### src/rtl/simon_pkg.sv
// Shared types for the Simon Says core: colour encoding and sequencer state.
package simon_pkg;

    typedef enum logic [1:0] {
        RED    = 2'd0,
        GREEN  = 2'd1,
        BLUE   = 2'd2,
        YELLOW = 2'd3
    } color_t;

    typedef enum logic [2:0] {
        StIdle,
        StAppend,
        StShowOn,
        StShowGap,
        StInput
    } seq_state_t;

endpackage

### src/rtl/seq_mem.sv
// Colour sequence store: synchronous write, combinational read, no reset.
module seq_mem
    import simon_pkg::*;
#(
    parameter int unsigned Depth = 16,
    parameter int unsigned AddrW = $clog2(Depth)
) (
    input  logic             clk,
    input  logic             we,
    input  logic [AddrW-1:0] waddr,
    input  color_t           wdata,
    input  logic [AddrW-1:0] raddr,
    output color_t           rdata
);

    color_t mem [Depth];

    always_ff @(posedge clk) begin
        if (we) begin
            mem[waddr] <= wdata;
        end
    end

    // Look-ahead reads past the last entry are harmless but must stay in range.
    assign rdata = (32'(raddr) < Depth) ? mem[raddr] : RED;

endmodule

### src/rtl/simon_sequencer.sv
// Simon game engine: grows the colour sequence, replays it on the LEDs and checks
// the player's presses in order.
module simon_sequencer
    import simon_pkg::*;
#(
    parameter int unsigned MAX_LEN     = 16,
    parameter int unsigned SHOW_CYCLES = 8,
    parameter int unsigned GAP_CYCLES  = 4
) (
    input  logic                         clk,
    input  logic                         rst,
    input  logic                         start,
    input  logic [1:0]                   random_seq,
    input  logic                         btn_valid,
    input  logic [1:0]                   btn_color,
    output logic                         led_valid,
    output logic [1:0]                   led_color,
    output logic                         awaiting_input,
    output logic [$clog2(MAX_LEN+1)-1:0] level,
    output logic                         round_pass,
    output logic                         game_over,
    output logic                         game_win
);

    localparam int unsigned LW   = $clog2(MAX_LEN + 1);
    localparam int unsigned AW   = $clog2(MAX_LEN);
    localparam int unsigned TMax = (SHOW_CYCLES > GAP_CYCLES) ? SHOW_CYCLES : GAP_CYCLES;
    localparam int unsigned TW   = $clog2(TMax + 1);

    localparam logic [TW-1:0] ShowLast = TW'(SHOW_CYCLES - 1);
    localparam logic [TW-1:0] GapLast  = TW'(GAP_CYCLES - 1);
    localparam logic [LW-1:0] MaxLen   = LW'(MAX_LEN);

    seq_state_t    state_q;
    logic [LW-1:0] len_q;
    logic [LW-1:0] idx_q;
    logic [TW-1:0] tmr_q;

    logic [AW-1:0] raddr;
    color_t        rdata;
    color_t        led_next;
    logic          last;

    assign last  = (idx_q == len_q - LW'(1));
    assign level = len_q;

    // The gap state pre-fetches the next colour so the LED register loads it on entry.
    always_comb begin
        raddr = AW'(idx_q);
        if (state_q == StShowGap) begin
            raddr = AW'(idx_q + LW'(1));
        end else if (state_q == StAppend) begin
            raddr = '0;
        end
    end

    // First round: entry 0 is being written this very cycle, so bypass the memory.
    assign led_next = (len_q == '0) ? color_t'(random_seq) : rdata;

    seq_mem #(
        .Depth (MAX_LEN),
        .AddrW (AW)
    ) u_seq_mem (
        .clk   (clk),
        .we    (state_q == StAppend),
        .waddr (AW'(len_q)),
        .wdata (color_t'(random_seq)),
        .raddr (raddr),
        .rdata (rdata)
    );

    always_ff @(posedge clk or negedge rst) begin
        if (!rst) begin
            state_q        <= StIdle;
            len_q          <= '0;
            idx_q          <= '0;
            tmr_q          <= '0;
            led_valid      <= 1'b0;
            led_color      <= 2'b00;
            awaiting_input <= 1'b0;
            round_pass     <= 1'b0;
            game_over      <= 1'b0;
            game_win       <= 1'b0;
        end else begin
            round_pass <= 1'b0;
            game_over  <= 1'b0;
            game_win   <= 1'b0;
            unique case (state_q)
                StIdle: begin
                    if (start) begin
                        len_q   <= '0;
                        state_q <= StAppend;
                    end
                end
                StAppend: begin
                    len_q     <= len_q + LW'(1);
                    idx_q     <= '0;
                    tmr_q     <= '0;
                    led_valid <= 1'b1;
                    led_color <= led_next;
                    state_q   <= StShowOn;
                end
                StShowOn: begin
                    if (tmr_q == ShowLast) begin
                        tmr_q     <= '0;
                        led_valid <= 1'b0;
                        led_color <= 2'b00;
                        state_q   <= StShowGap;
                    end else begin
                        tmr_q <= tmr_q + TW'(1);
                    end
                end
                StShowGap: begin
                    if (tmr_q == GapLast) begin
                        tmr_q <= '0;
                        if (last) begin
                            idx_q          <= '0;
                            awaiting_input <= 1'b1;
                            state_q        <= StInput;
                        end else begin
                            idx_q     <= idx_q + LW'(1);
                            led_valid <= 1'b1;
                            led_color <= rdata;
                            state_q   <= StShowOn;
                        end
                    end else begin
                        tmr_q <= tmr_q + TW'(1);
                    end
                end
                StInput: begin
                    if (btn_valid) begin
                        if (btn_color != rdata) begin
                            game_over      <= 1'b1;
                            awaiting_input <= 1'b0;
                            state_q        <= StIdle;
                        end else if (!last) begin
                            idx_q <= idx_q + LW'(1);
                        end else if (len_q == MaxLen) begin
                            game_win       <= 1'b1;
                            awaiting_input <= 1'b0;
                            state_q        <= StIdle;
                        end else begin
                            round_pass     <= 1'b1;
                            awaiting_input <= 1'b0;
                            state_q        <= StAppend;
                        end
                    end
                end
                default: state_q <= StIdle;
            endcase
        end
    end

endmodule

### config.mk
export PLATFORM = sky130hd
export DESIGN_NAME = simon_sequencer
export DESIGN_NICKNAME = d
export VERILOG_FILES = /design/src/rtl/simon_pkg.sv /design/src/rtl/seq_mem.sv /design/src/rtl/simon_sequencer.sv
export SDC_FILE = /design/constraint.sdc
export NUM_CORES = 1
export LEC_CHECK = 0
export ABC_AREA = 1
export CORE_UTILIZATION = 40
export CTS_CLUSTER_DIAMETER = 40
export DETAILED_ROUTE_END_ITERATION = 10
export MAX_ROUTING_LAYER = met4
export SLEW_MARGIN = 0
export SYNTH_ARGS = -nofsm -noshare
export SYNTH_HDL_FRONTEND = slang
export SYNTH_HIERARCHICAL = 1
export SYNTH_SLANG_ARGS = --single-unit
### constraint.sdc
create_clock -name clk -period 3.2 [get_ports clk]
set_input_delay 0.64 -clock clk [delete_from_list [all_inputs] [get_ports clk]]
set_output_delay 0.64 -clock clk [all_outputs]
set_load 0.01 [all_outputs]
==> impl_metrics.ini <==
[outcome]
status = completed

[sta]
period_share_pct = 84.29
finalHoldViolations = 0
rsz0062_at_grt = false
fmax_mhz = 370.7
tns_ns = 0
min_period_ns = 2.697
max_slew_margin_pct = 60.13
fin_skew_ns = 0.009092
slew_viol_final = 0
worst_pin_slew_ns = 0.5918
setup_viol_count_final = 0

[cts]
post-cts-setup-buffers = 0
clk_latency_ns = 0.32
htree_num_levels = 2
cts.clk_slew.worst_paths_ns = 0.11
clock-sinks = 56
ctsResizeCount = 0
holdBufCountCts = 0
numCtsBuffers = 5
cts_buffer_depth = 2
cts_tree = yes
cts.root.buffer_cell = clkbuf_8

[worst_hold_path]
hold_depth = 2
hold_path.class = reg -> reg
holdPathEnd = led_valid
hold_start = led_valid

[pwr]
pwr_density_cell_nw_per_um2 = 847.8
p_leak_uw = 0.001575
finalPower_uw = 2907
vdd_ir_drop_max_mv = 0.3864

[synthesis]
yosys-top-cells-count = nand2_1 (112), inv_1 (53), nand3_1 (42)
synth_ff_type = edfxtp_1
ys_seq_elements = 56
synthMuxAreaShare_pct = 0
synth_cells = 365
synth_most_common_cell = nand2_1
synth_edf_count = 32
synth-xor-area-share_pct = 2.323
ys_warn_count = 6
avgSynthCellArea_sq_um = 8.265
synth_top_area_share_pct = 31.85
yosys.area_share.simple_pct = 29.49
ys_types = 31
synth.area.top_cells = edfxtp_1 (32%), dfrtp_1 (20%), nand2_1 (14%)
async_reset_ff_share_pct = 42.86
synth_top_family_by_area = simple AND/OR/NAND/NOR gates
synth_area_sq_um = 3017
synth_top_area_cell = edfxtp_1
synth_seq_area_share_pct = 51.76
synth_nets = 377
synthAdderAreaFrac_pct = 1.659
synth-compound-area-share_pct = 5.807

[flow_run]
cap_violations = 0

[setup_path]
path_delay_family = simple AND/OR/NAND/NOR gates
worstSetupStartpointType = register
critPathMostFrequentCell = nand2_1
ff2ff_path_depth = 16
critPathCaptureType = register
crit_buf_inv = 3
critical_path_class = reg -> reg
reg2reg_from = state_q[2]
crit_chain = inv_2, nand2_1, inv_1, o21ai_0, inv_1, nand3_1, nand3_1, nand2_1, xnor2_1, nand2_1, nand2_1, nand2_2, nor2_4, o21ai_2, nand2_1, nand2_1
crit_path_max_fanout = 6
critPathSlowestCell = o21ai_0
critPathMaxStageDelay_ns = 0.49
ff2ff_setup_slack_ns = 0.50
critical_path_arrival_ns = 2.90
reg2reg_to = idx_q[1]
cp_data_required_time_ns = 3.41

[floorplanning]
num_rows = 31
design.core.area_sq_um = 7253
initial_utilization_pct = 41.59
die_x_um = 88.84
die-area_sq_um = 7893
die_y_um = 88.84
io_pins = 20

[routing]
routed_wl_um = 6329
drt_pass1_iterations = 4
vias = 2359
drt_iter0_drc = 160
drcViolationCount = 0
drtAntennaViolNets = 0
via_per_inst = 4.795
wl_per_cell_um = 12.86

[global_routing]
grt_pass1_vias = 2159
grt_pass1_wl_um = 10430
grt_usage_pct = 18.20
grt_start_max_net_pins = 25
antenna_found_initial = 0
overflow = 0

[placed_design]
port_buffers = 19
place.gp.congestion = 0.8652
hpwl_um = 4832

[finish]
nets = 404
areaGrowthSynthToFinish_pct = 13.65
n_antenna_cell = 0
fillers = 723
drive_gt1_share_pct = 8.906
-- cell type report --
class	instances	area [sq um]	area share (%)
inverter	61	231.5	6.752
sequential	56	1562	45.55
multi-input combinational	243	1185	34.56
clock buffer	5	68.82	2.007
tap	99	123.9	3.613
timing repair buffer	25	235.2	6.861
clock inverter	3	22.52	0.6569
-- metal layers --
layer  vias up  share of wire, %  track usage, %
met1      1092                48           23.71
met4         0               2.2           7.185
met2        31                47           28.74
met3        10               2.4           2.519
met5         -                 0               -
li1       1226                 -               -
-- where the power goes --
group	leakage [uW]	switching, uW	internal [uW]	total, uW
combinational	0.000925	929	564	1490
clock	0.0000485	241	157	398
sequential	0.000601	136	879	1020
-- kinds of logic (layout without fill, tap and decap cells) --
| group | count (synthesis) | after routing |
|---|---|---|
| AND/OR/NAND/NOR | 204 | 204 |
| AO/OA/AOI/OAI | 27 | 27 |
| buffers and inverters | 66 | 94 |
| flip-flops | 56 | 56 |
| adder cells (fa/ha/maj) | 4 | 4 |
| XOR/XNOR | 8 | 8 |
-- cell usage in the layout, fill, tap and decap left out, drive strengths merged --
cell type | Yosys | layout
nand3b | 3 | 3
o31ai | 1 | 1
clkdlybuf4s50 | 0 | 19
o2111ai | 5 | 5
nand3 | 42 | 42
nor3b | 1 | 1
clkbuf | 1 | 5
a21oi | 6 | 6
edfxtp | 32 | 32
xnor2 | 2 | 2
dfrtp | 24 | 24
nand4 | 2 | 2
nand2 | 117 | 117
a32o | 1 | 1
buf | 4 | 6
nor2 | 39 | 39
xor2 | 6 | 6
a2bb2oi | 1 | 1
o21ai | 8 | 8
o22ai | 5 | 5
ha | 4 | 4
clkinv | 0 | 2
inv | 61 | 62
-- per-stage QoR --
stage / instance area, sq um / hold slack, ns / setup slack, ns / utilization (%) / instances
final: 3428 / 0.4838 / 0.5026 / 47.27 / 492
after detailed placement: 3337 / 0.4621 / 0.5421 / 46.01 / 484
after CTS: 3428 / 0.4903 / 0.5147 / 47.27 / 492
after global placement: 3337 / 0.4626 / 0.6215 / 46.01 / 484
after global routing: 3428 / 0.5201 / 0.1585 / 47.27 / 492
after floorplan: 3017 / 0.3444 / 0.6443 / - / 365
-- worst register-to-register path: cells and delay by family, from the launching register on --
kind	cells	cell delay (ns)
DFF	1	0.47
xor gates and xnor gates	1	0.12
and+or+nand+nor	10	1.01
AOI/OAI and AO/OA	2	0.60
buffers and inverters	3	0.40
-- worst max path at each step --
stage / slack [ns] / endpoint / startpoint / depth (start not counted)
global placement: 0.62 / idx_q[0] / state_q[2] / 16
floorplan: 0.64 / idx_q[2] / state_q[1] / 20
detailed placement: 0.54 / idx_q[1] / state_q[2] / 16
finish: 0.50 / idx_q[1] / state_q[2] / 16
CTS: 0.51 / idx_q[1] / state_q[2] / 16
global route: 0.16 / idx_q[1] / state_q[2] / 16
-- registers in the layout (all words and copies together), names as in the netlist --
register and count:
game_win 1, game_over 1, u_seq_mem/mem 32, state_q 3
tmr_q 4, level 5, led_color 2, led_valid 1
round_pass 1, idx_q 5, awaiting_input 1
No activity file was read; power rests on OpenSTA's default activity.
